### config.mk
export PLATFORM = sky130hd
export DESIGN_NAME = clk_duty_monitor
export DESIGN_NICKNAME = d
export VERILOG_FILES = /design/src/rtl/clk_duty_monitor.sv
export SDC_FILE = /design/constraint.sdc
export NUM_CORES = 1
export LEC_CHECK = 0
export ABC_AREA = 1
export BUFFER_PORTS_ARGS = -buffer_cell sky130_fd_sc_hd__buf_2
export CORE_AREA = 5 5 111 113
export CTS_CLUSTER_DIAMETER = 150
export CTS_CLUSTER_SIZE = 30
export DETAILED_ROUTE_END_ITERATION = 16
export DIE_AREA = 0 0 116 118
export PLACE_DENSITY = 0.75
export SETUP_SLACK_MARGIN = 0.02
export SLEW_MARGIN = 10
export SYNTH_ARGS = -nofsm -noshare
export SYNTH_HDL_FRONTEND = slang
export SYNTH_SLANG_ARGS = --single-unit
export TNS_END_PERCENT = 100
### constraint.sdc
create_clock -name clock -period 2 [get_ports clock]
set_input_delay 0.2 -clock clock [delete_from_list [all_inputs] [get_ports clock]]
set_output_delay 0.2 -clock clock [all_outputs]
set_load 0.03 [all_outputs]
### src/rtl/clk_duty_monitor.sv
// Measures high time, low time and period of an asynchronous clock-like input
// in reference-clock cycles and emits one checked record per full period.
module clk_duty_monitor #(
  parameter int CNT_W       = 16,
  parameter int SYNC_STAGES = 2,
  parameter int EXP_HIGH    = 3,
  parameter int EXP_LOW     = 7,
  parameter int TOL         = 1
) (
  input  logic             clock,
  input  logic             reset,
  input  logic             sig_in,
  input  logic             meas_en,
  output logic             res_valid,
  input  logic             res_ready,
  output logic [CNT_W-1:0] high_cnt,
  output logic [CNT_W-1:0] low_cnt,
  output logic [CNT_W:0]   period_cnt,
  output logic             in_spec,
  output logic             overrun,
  output logic             stuck
);

  localparam logic [CNT_W-1:0] CNT_MAX = '1;
  localparam logic [CNT_W-1:0] EXP_H   = CNT_W'(EXP_HIGH);
  localparam logic [CNT_W-1:0] EXP_L   = CNT_W'(EXP_LOW);
  localparam logic [CNT_W-1:0] TOL_V   = CNT_W'(TOL);

  typedef enum logic [1:0] {
    IDLE = 2'd0,
    ARM  = 2'd1,
    HIGH = 2'd2,
    LOW  = 2'd3
  } state_t;

  function automatic logic [CNT_W-1:0] sat_inc(input logic [CNT_W-1:0] v);
    return (v == CNT_MAX) ? v : v + CNT_W'(1);
  endfunction

  function automatic logic [CNT_W-1:0] abs_diff(input logic [CNT_W-1:0] a,
                                                input logic [CNT_W-1:0] b);
    return (a >= b) ? a - b : b - a;
  endfunction

  function automatic logic within_tol(input logic [CNT_W-1:0] meas,
                                      input logic [CNT_W-1:0] expected);
    return abs_diff(meas, expected) <= TOL_V;
  endfunction

  logic [SYNC_STAGES-1:0] sync_p0;
  logic                   s;
  logic                   s_d;
  logic                   rise;
  logic                   fall;

  state_t                 state;
  state_t                 state_nxt;
  logic [CNT_W-1:0]       hcnt;
  logic [CNT_W-1:0]       lcnt;
  logic                   publish;
  logic                   in_spec_nxt;
  logic [CNT_W:0]         period_nxt;

  // Input synchronizer and edge detect
  always_ff @(posedge clock) begin
    if (reset) begin
      sync_p0 <= '0;
      s_d     <= 1'b0;
    end else begin
      sync_p0 <= {sync_p0[SYNC_STAGES-2:0], sig_in};
      s_d     <= s;
    end
  end

  assign s    = sync_p0[SYNC_STAGES-1];
  assign rise = s & ~s_d;
  assign fall = ~s & s_d;

  always_ff @(posedge clock) begin
    if (reset) begin
      state <= IDLE;
    end else begin
      state <= state_nxt;
    end
  end

  // Disabling measurement overrides every transition
  always_comb begin
    state_nxt = state;
    if (!meas_en) begin
      state_nxt = IDLE;
    end else begin
      case (state)
        IDLE:    state_nxt = ARM;
        ARM:     if (rise) state_nxt = HIGH;
        HIGH:    if (fall) state_nxt = LOW;
        LOW:     if (rise) state_nxt = HIGH;
        default: state_nxt = IDLE;
      endcase
    end
  end

  always_comb begin
    publish = 1'b0;
    stuck   = 1'b0;
    case (state)
      HIGH: stuck = (hcnt == CNT_MAX);
      LOW: begin
        stuck   = (lcnt == CNT_MAX);
        publish = meas_en & rise;
      end
      default: begin
        publish = 1'b0;
        stuck   = 1'b0;
      end
    endcase
  end

  // Phase counters
  always_ff @(posedge clock) begin
    if (reset || !meas_en) begin
      hcnt <= '0;
      lcnt <= '0;
    end else begin
      case (state)
        IDLE: begin
          hcnt <= '0;
          lcnt <= '0;
        end
        ARM: begin
          if (rise) hcnt <= CNT_W'(1);
        end
        HIGH: begin
          if (fall) begin
            lcnt <= CNT_W'(1);
          end else if (s) begin
            hcnt <= sat_inc(hcnt);
          end
        end
        LOW: begin
          if (rise) begin
            hcnt <= CNT_W'(1);
            lcnt <= '0;
          end else if (!s) begin
            lcnt <= sat_inc(lcnt);
          end
        end
        default: begin
          hcnt <= '0;
          lcnt <= '0;
        end
      endcase
    end
  end

  assign in_spec_nxt = within_tol(hcnt, EXP_H) & within_tol(lcnt, EXP_L);
  assign period_nxt  = {1'b0, hcnt} + {1'b0, lcnt};

  // Result register: a held record is never overwritten, a colliding one is dropped
  always_ff @(posedge clock) begin
    if (reset) begin
      res_valid  <= 1'b0;
      high_cnt   <= '0;
      low_cnt    <= '0;
      period_cnt <= '0;
      in_spec    <= 1'b0;
      overrun    <= 1'b0;
    end else begin
      if (publish && (!res_valid || res_ready)) begin
        res_valid  <= 1'b1;
        high_cnt   <= hcnt;
        low_cnt    <= lcnt;
        period_cnt <= period_nxt;
        in_spec    <= in_spec_nxt;
      end else begin
        if (publish) overrun <= 1'b1;
        if (res_valid && res_ready) res_valid <= 1'b0;
      end
    end
  end

endmodule

==> results.yml, run 1 <==
outcome:
  status: "finished, final reports clean"
synth:
  syn_inst: 861
  synthMostInstantiatedCell: "nand2_1"
  ys_ff_latch: 89
  synth_top_area_share_pct: 30.45
  synth.distinct_cells: 51
  syn_area_sq_mm: 0.005852
  yosys.area.top_type: "dfxtp_1"
  synth_edf_count: 0
  netlist_top_cells_area: "dfxtp_1, nand2_1, a21oi_1"
  synth_commonest_cells: "nand2_1, inv_1, nor2_1"
  avgSynthCellArea_sq_um: 6.797
  synth-seq-area-share_pct: 30.45
  ys.warnings.count: 0
  syn_nets: 891
  synth-async-reset-ratio_pct: 0
  synth_top_flop_cell: "dfxtp_1"
critical_path:
  cp-start-kind: "flip-flop"
  cpMaxStageDelayCell: "dfxtp_4"
  path_cells: "ha_1, nand2_1, o2bb2ai_2, buf_4, o21ai_2, buf_4, nand3b_1, nand2_2, nand3_1, nand2_1, nand2_1, nand2_1, o21bai_1, inv_1"
  r2r_slack_ns: 0.03
  crit_required_ns: 2.25
  cp_common_cell: "nand2_1"
  regToRegStartpoint: "hcnt[1]"
  crit_path_end: "period_cnt[13]"
  startpoint: "hcnt[1]"
  crit_path_end_kind: "flip-flop"
  regToRegEndpoint: "period_cnt[13]"
  slowest_delay_ns: 0.36
  reg2reg_depth: 14
  crit_arrival_ns: 2.21
  cp_max_fo: 4
  criticalPathCategory: "flip-flop to flip-flop"
clocking:
  clkSinkCount: 89
  cts_tree: "done"
  clk_pin_slew_ns: 0.06
  clock-root-buffer: "clkbuf_16"
  insertion_delay_ns: 0.36
  cts_buffers: 9
  cts_hold_buf: 0
  cts_buffer_depth: 2
  htreeDepth: 3
grt:
  grt_pass1_vias: 5830
  grt_antenna_before_repair: 0
  track_usage_pct: 26.37
  grt_max_degree: 34
  grt_pass1_wl_um: 28900
  grt_overflow: 0
sta:
  worst_slew_pin_slew_ns: 0.5901
  relSlewSlack_pct: 60.51
  finalMaxSlewViolations: 0
  hold_viol_final: 0
  worst_slack_ns: 0.03484
  hold-worst-slack_ns: 0.04445
  rsz0062_at_grt: "yes"
  fmax_ghz: 0.5089
  clock_skew_ns: 0.006334
  setup_viol: 0
  layout_min_cycle_time_ns: 1.965
  min_period_over_period_pct: 98.26
floorplan:
  fp.dieArea_sq_mm: 0.01369
  die_x_um: 116
  rows: 39
  start_util_pct: 52.14
  die_h_um: 118
  ios: 58
  core_area_sq_mm: 0.01122
placement:
  placed_cells: 1133
  routabilityCongestion: 1.002
  dp_slack_ns: -0.1056
  dp_hpwl_um: 13680
  port_buffers: 57
  dpl_cell_area_sq_mm: 0.006872
power:
  pwr-share-clk_pct: 48.1
  powerDensity_mw_per_mm2: 501.3
  swShare_pct: 23.07
  power.switching_uw: 898.3
  internal_power_uw: 2995
  sequentialPowerShare_pct: 45.6
  peakVddDrop_mv: 0.4213
  power.share.combinational_pct: 6.3
  power.leakage_uw: 0.003869
final_layout:
  final_cells: 1173
  design_area_sq_mm: 0.007767
  drive_above_1_share_pct: 32.72
  diodes: 0
  final_util_pct: 69.21
  area_growth_pct: 32.73
  nets: 1055
detailed_routing:
  drt-initial-drc-count: 740
  wl_per_cell_um: 16.31
  ant_nets: 0
  dr.pass1.iters: 5
  vias: 6427
  vias_per_cell: 5.479
  wirelength_um: 19130
  drc: 0
job:
  cap_violations: 0
hold_path:
  hp-class: "input port to flip-flop"
## per-stage QoR
stage	power [uW]	TNS, ns
final	3894	0
after global routing	4015	-0.7208
after CTS	3900	0
after detailed placement	2027	-0.4226
after global placement	2026	-0.1980
after floorplan	1966	0
## worst max-delay path, delay by kind of cell (launching register included)
| kind | cells | cell delay [ns] |
|---|---|---|
| buffers and inverters | 3 | 0.35 |
| adder cells (fa/ha/maj) | 1 | 0.30 |
| flip-flops | 1 | 0.36 |
| AND/OR/NAND/NOR | 7 | 0.55 |
| AO/OA/AOI/OAI | 3 | 0.31 |
## cell families after synthesis
logic type | synth area share (%)
adder cells (fa/ha/maj) | 5.474
AND/OR/NAND/NOR | 30.75
buffers and inverters | 10.54
AO/OA/AOI/OAI | 19.35
XOR/XNOR | 3.442
flip-flops | 30.45
## state kept, by name (all words and copies together), names as in the netlist, 2 cells and up
signal / count
low_cnt: 16
period_cnt: 17
hcnt: 16
lcnt: 16
high_cnt: 16
state: 2
sync_p0: 2
## layout by cell type (no fill, tap or decap), types with 9 or more instances in the layout
cell type,count
a211oi_1,9
inv_2,14
buf_6,11
nor2_1,88
dfxtp_1,59
ha_1,17
nand4_1,14
inv_1,90
nand2_1,160
nor3_1,11
xor2_1,19
a21oi_1,67
buf_2,56
o21ai_1,11
dfxtp_2,18
o21ai_0,63
dfxtp_4,12
nor2_4,12
nand2_2,17
clkbuf_16,9
nor2_2,15
buf_4,115
nand3_1,43
## what timing repair did
item                                    CTS  global route
buffers inserted                         10            13
cloned                                    0             1
pin swaps                                12            22
hold endpoints to repair                  0             0
endpoints found under the setup margin   20            39
resized for setup                        35            82
## worst min path at each step
stage	from	endpoint	slack (ns)	cells past startpoint
finish	sig_in	sync_p0[0]	0.04	3
global route	sig_in	sync_p0[0]	0.08	3
CTS	sig_in	sync_p0[0]	0.04	3
detailed placement	sync_p0[0]	sync_p0[1]	0.40	2
global placement	sync_p0[0]	sync_p0[1]	0.39	2
floorplan	sig_in	sync_p0[0]	0.31	2
## power groups by stage
stage | Combinational (uW) | Clock [uW] | Sequential (uW)
6_report | 246 | 1870 | 1780
4_1_cts | 213 | 1900 | 1790
3_5_place_dp | 199 | 0 | 1830
5_1_grt | 264 | 1970 | 1780
3_3_place_gp | 198 | 0 | 1830
2_1_floorplan | 138 | 0 | 1830
## per-layer routing
| layer | global-route usage, % | routed length (um) |
|---|---|---|
| met2 | 40.18 | 8611 |
| met3 | 4.062 | 1360 |
| met1 | 37.10 | 8428 |
| met5 | 0 | 0 |
| met4 | 10.30 | 728 |
## cell type report
cell class / instances / area, sq um
clock inverter: 6 / 90.09
clock buffer: 10 / 239.0
inverter: 106 / 401.6
tap: 143 / 178.9
timing repair buffer: 183 / 1287
fill: 927 / 3456
sequential: 89 / 1849
multi-input combinational: 636 / 3721
Note: power is estimated with default switching activity, not from simulation.
==> inputs of run 2 (changes only) <==
--- a/config.mk
+++ b/config.mk
@@ -7,12 +7,12 @@
 export LEC_CHECK = 0
 export ABC_AREA = 1
 export BUFFER_PORTS_ARGS = -buffer_cell sky130_fd_sc_hd__buf_2
-export CORE_AREA = 5 5 111 113
+export CORE_AREA = 5 5 136 138
 export CTS_CLUSTER_DIAMETER = 150
 export CTS_CLUSTER_SIZE = 30
 export DETAILED_ROUTE_END_ITERATION = 16
-export DIE_AREA = 0 0 116 118
-export PLACE_DENSITY = 0.75
+export DIE_AREA = 0 0 141 143
+export PLACE_DENSITY = 0.48
 export SETUP_SLACK_MARGIN = 0.02
 export SLEW_MARGIN = 10
 export SYNTH_ARGS = -nofsm -noshare
==> constraint.sdc (replaced) <==
create_clock -name clock -period 2.5 [get_ports clock]
set_input_delay 0.25 -clock clock [delete_from_list [all_inputs] [get_ports clock]]
set_output_delay 0.25 -clock clock [all_outputs]
set_load 0.03 [all_outputs]
==> results.yml, run 2 (synthesis results as in run 1) <==
outcome:
  status: "finished, final reports clean"
sta:
  fmax_ghz: 0.4405
  setup_viol: 0
  worst_slew_pin_slew_ns: 0.5648
  relSlewSlack_pct: 62.21
  final.setup.tns_ns: 0
  finalMaxSlewViolations: 0
  hold_viol_final: 0
  clock_skew_ns: 0.008186
  layout_min_cycle_time_ns: 2.270
  worst_slack_ns: 0.2300
  min_period_over_period_pct: 90.80
  rsz0062_at_grt: "no"
critical_path:
  criticalPathCategory: "flip-flop to output port"
  regToRegStartpoint: "hcnt[5]"
  path_cells: "ha_1, nand2_2, nor2_2, nand3_1, nor2_1, nand3_1, nand2_1, buf_2"
  r2r_slack_ns: 0.28
  cpMaxStageDelayCell: "dfxtp_1"
  cp_max_fo: 6
  reg2reg_depth: 12
  crit_arrival_ns: 2.02
  cp_common_cell: "nand3_1"
  cp-start-kind: "flip-flop"
  crit_path_end_kind: "output port"
  crit_required_ns: 2.25
  slowest_delay_ns: 0.42
  regToRegEndpoint: "period_cnt[13]"
placement:
  dp_slack_ns: 0.1846
  placed_cells: 1142
  dp_hpwl_um: 14720
  port_buffers: 57
  routabilityCongestion: 0.9196
final_layout:
  drive_above_1_share_pct: 18.03
  register_area_sq_mm: 0.001785
  fill_cells: 1894
  most-common-layout-cells: "nand2_1, inv_1, nor2_1"
  area_growth_pct: 15.01
  final_common_cell: "nand2_1"
  largest-register: "period_cnt"
  largest_reg_flops: 17
  nets: 958
  diodes: 0
  multi_input_area_sq_mm: 0.003458
  final_cells: 1157
floorplan:
  die_h_um: 143
  rows: 48
  die_x_um: 141
  core_area_sq_mm: 0.01706
  fp.dieArea_sq_mm: 0.02016
  start_util_pct: 34.31
  ios: 58
clocking:
  cts_buffers: 9
  cts_setup_buffers: 0
  htreeDepth: 3
  clk_pin_slew_ns: 0.07
  cts_hold_buf: 0
  cts_resized: 0
  insertion_delay_ns: 0.35
  clkSinkCount: 89
  cts_buffer_depth: 2
  cts_tree: "done"
  clock-root-buffer: "clkbuf_16"
power:
  power.share.combinational_pct: 5.0
  power.switching_uw: 702.5
  pwr-share-clk_pct: 46.4
  sequentialPowerShare_pct: 48.6
  powerDensity_mw_per_mm2: 437.6
  internal_power_uw: 2242
  power.leakage_uw: 0.003268
  swShare_pct: 23.86
  peakVddDrop_mv: 0.3018
hold_path:
  hp-class: "input port to flip-flop"
  hold_depth: 3
  whs_endpoint: "sync_p0[0]"
  hp-start: "sig_in"
grt:
  grt_pass1_wl_um: 29890
  grt_overflow: 0
  track_usage_pct: 18.80
  grt_max_degree: 45
  grt_antenna_before_repair: 0
  grt_pass1_vias: 5478
detailed_routing:
  wl_per_cell_um: 15.94
  dr.pass1.iters: 5
  wirelength_um: 18440
  vias: 5655
  vias_per_cell: 4.888
  ant_nets: 0
  drt-initial-drc-count: 389
  drc: 0
job:
  cap_violations: 0
==> run 2: cell count changes in the layout (fill, tap and decap cells not counted), sizes merged <==
cell and delta:
clkbuf -1, nand3 -1, buf -96, clkinvlp +2, bufinv -1, inv -1
==> run 2: worst max path at each step <==
stage            start      end  slack [ns]  depth (start not counted)
2_1_floorplan  hcnt[3]  in_spec        0.52                         13
3_3_place_gp   hcnt[2]  in_spec        0.26                         13
3_5_place_dp   hcnt[2]  in_spec        0.18                         13
4_1_cts        lcnt[9]    stuck        0.10                          7
5_1_grt        lcnt[1]    stuck        0.02                          8
6_report       lcnt[1]    stuck        0.23                          8
==> run 2: per-stage QoR <==
step	total power (uW)	hold slack, ns	util, %	cell area [sq um]
5_1_grt	3076	0.1149	39.46	6730
4_1_cts	2996	0.09347	39.41	6721
6_report	2945	0.1045	39.46	6730
2_1_floorplan	1573	0.3570	-	5852
3_5_place_dp	1611	0.3924	37.68	6426
3_3_place_gp	1611	0.3899	37.68	6426
==> run 2: cell type report <==
| type | instances | share of cell area, % |
|---|---|---|
| clock buffers | 9 | 3.346 |
| clock inverters | 6 | 1.041 |
| inverters | 106 | 5.930 |
| multi-input cells | 635 | 51.39 |
| flip-flops and latches | 89 | 26.53 |
| well taps | 225 | 4.183 |
| repair buffers | 87 | 7.585 |
==> run 2: routing by layer <==
| layer | share of wire (%) | GRT usage (%) | vias up |
|---|---|---|---|
| met2 | 44 | 29.59 | 104 |
| met1 | 50 | 26.11 | 2554 |
| met4 | 2.2 | 6.017 | 0 |
| li1 | - | - | 2977 |
| met5 | 0 | 0 | - |
| met3 | 3.9 | 3.550 | 20 |
==> run 2: critical path: cells and delay by family (launching register included) <==
kind	cells	cell delay, ns
flip-flops	1	0.42
adder cells (fa/ha/maj)	1	0.22
AND/OR/NAND/NOR	6	0.81
buffers and inverters	1	0.22
==> run 2: power groups by stage <==
stage | clock network [uW] | logic [uW] | registers (uW)
finish | 1370 | 147 | 1430
global route | 1480 | 165 | 1430
CTS | 1420 | 147 | 1430
detailed placement | 0 | 146 | 1460
global placement | 0 | 147 | 1460
floorplan | 0 | 110 | 1460
==> inputs of run 3 (changes only) <==
--- a/config.mk
+++ b/config.mk
@@ -13,6 +13,7 @@
 export DETAILED_ROUTE_END_ITERATION = 16
 export DIE_AREA = 0 0 141 143
 export PLACE_DENSITY = 0.48
+export RECOVER_POWER = 100
 export SETUP_SLACK_MARGIN = 0.02
 export SLEW_MARGIN = 10
 export SYNTH_ARGS = -nofsm -noshare
==> results.yml, run 3 (synthesis results as in run 1) <==
critical_path:
  cpMaxStageDelayCell: "dfxtp_1"
  crit_cells: 8
  crit_arrival_ns: 1.99
  cp-start-kind: "flip-flop"
  startpoint: "lcnt[1]"
  cp_common_cell: "nand3_1"
  crit_path_end_kind: "output port"
  cp_num_buf_inv: 1
  criticalPathCategory: "flip-flop to output port"
  slowest_delay_ns: 0.42
  path_cells: "ha_1, nand2_2, nor2_2, nand3_1, nor2_1, nand3_1, nand2_1, buf_2"
  cp_max_fo: 6
  crit_family: "simple AND/OR/NAND/NOR gates"
  reg2reg_depth: 10
  crit_required_ns: 2.25
  regToRegStartpoint: "lcnt[1]"
placement:
  dp_slack_ns: 0.1846
  routabilityCongestion: 0.9196
  dp_hpwl_um: 14720
  port_buffers: 57
detailed_routing:
  vias: 5656
  ant_nets: 0
  dr.pass1.iters: 4
  drc: 0
  drt-initial-drc-count: 337
  wirelength_um: 18490
  wl_per_cell_um: 15.98
  vias_per_cell: 4.889
final_layout:
  fill_cells: 1908
  nets: 958
  final_common_cell: "nand2_1"
  multi_input_area_sq_mm: 0.003423
  area_growth_pct: 13.19
  most-common-layout-cells: "nand2_1, inv_1, nor2_1"
  largest_reg_flops: 17
  diodes: 0
  largest-register: "period_cnt"
  register_area_sq_mm: 0.001785
  drive_above_1_share_pct: 11.48
clocking:
  htreeDepth: 3
  cts_buffers: 9
  clock-root-buffer: "clkbuf_16"
  clkSinkCount: 89
  cts_resized: 0
  cts_buffer_depth: 2
  insertion_delay_ns: 0.35
  cts_setup_buffers: 0
  cts_hold_buf: 0
  cts_tree: "done"
  clk_pin_slew_ns: 0.07
outcome:
  status: "finished, final reports clean"
sta:
  min_period_over_period_pct: 89.54
  worst_slack_ns: 0.2615
  finalMaxSlewViolations: 0
  clock_skew_ns: 0.008450
  hold_viol_final: 0
  setup_viol: 0
  relSlewSlack_pct: 63.03
  fmax_ghz: 0.4467
  rsz0062_at_grt: "no"
  worst_slew_pin_slew_ns: 0.5546
  layout_min_cycle_time_ns: 2.239
  final.setup.tns_ns: 0
grt:
  grt_pass1_wl_um: 29890
  track_usage_pct: 18.80
  grt_pass1_vias: 5478
  grt_max_degree: 45
  grt_antenna_before_repair: 0
  grt_overflow: 0
job:
  cap_violations: 0
floorplan:
  die_x_um: 141
  start_util_pct: 34.31
  ios: 58
  die_h_um: 143
  fp.dieArea_sq_mm: 0.02016
  core_area_sq_mm: 0.01706
  rows: 48
hold_path:
  hp-start: "sig_in"
  hold_depth: 3
  hp-class: "input port to flip-flop"
power:
  peakVddDrop_mv: 0.3043
  powerDensity_mw_per_mm2: 444.4
  power.leakage_uw: 0.003028
==> run 3: changes by cell type in the layout (fill, tap and decap cells not counted), moves of 4 or more <==
| cell | before | now |
|---|---|---|
| buf_4 | 30 | 26 |
| clkbuf_1 | 0 | 53 |
| buf_2 | 57 | 4 |
| o21ai_1 | 12 | 8 |
| o21ai_0 | 65 | 69 |
==> run 3: stage by stage <==
stage / area (sq um) / hold slack (ns) / cells / total power, uW / utilization [%]
4_1_cts: 6721 / 0.09347 / 1157 / 2996 / 39.41
2_1_floorplan: 5852 / 0.3570 / 861 / 1573 / -
6_report: 6624 / 0.1027 / 1157 / 2943 / 38.84
3_3_place_gp: 6426 / 0.3899 / 1142 / 1611 / 37.68
5_1_grt: 6624 / 0.1149 / 1157 / 3072 / 38.84
3_5_place_dp: 6426 / 0.3924 / 1142 / 1611 / 37.68
==> run 3: worst register-to-register path: stages, from the launching register on <==
cell and delay (ns):
dfxtp_1 0.42, ha_1 0.22, nand2_2 0.12, nor2_2 0.18
nand2_1 0.10, nor2_1 0.16, nand3_1 0.08, nand3_1 0.38
buf_4 0.25, a21oi_1 0.05, a211oi_1 0.18
==> run 3: worst paths after layout <==
path | to | slack (ns)
worst max-delay path | stuck | 0.26
worst min-delay path | sync_p0[0] | 0.10
worst max register to register | lcnt[3] | 0.28
worst min register to register | sync_p0[1] | 0.40
==> run 3: layer usage <==
metal,share of wire [%],vias to the layer above,GRT usage [%]
li1,-,2982,-
met1,50,2542,26.11
met2,44,112,29.59
met3,4.0,20,3.550
met4,2.2,0,6.017
met5,0,-,0
==> run 3: layout make-up <==
type	count	area share [%]
Timing Repair Buffer	87	6.630
Tap cell	225	4.250
Clock buffer	9	3.400
Clock inverter	6	1.058
Multi-Input combinational cell	635	51.68
Inverter	106	6.026
Sequential cell	89	26.96
==> run 3: where the power goes <==
part           internal (uW)  total (uW)  switching [uW]
Combinational           45.0         144            98.7
Sequential              1420        1430            7.98
Clock                    772        1370             596
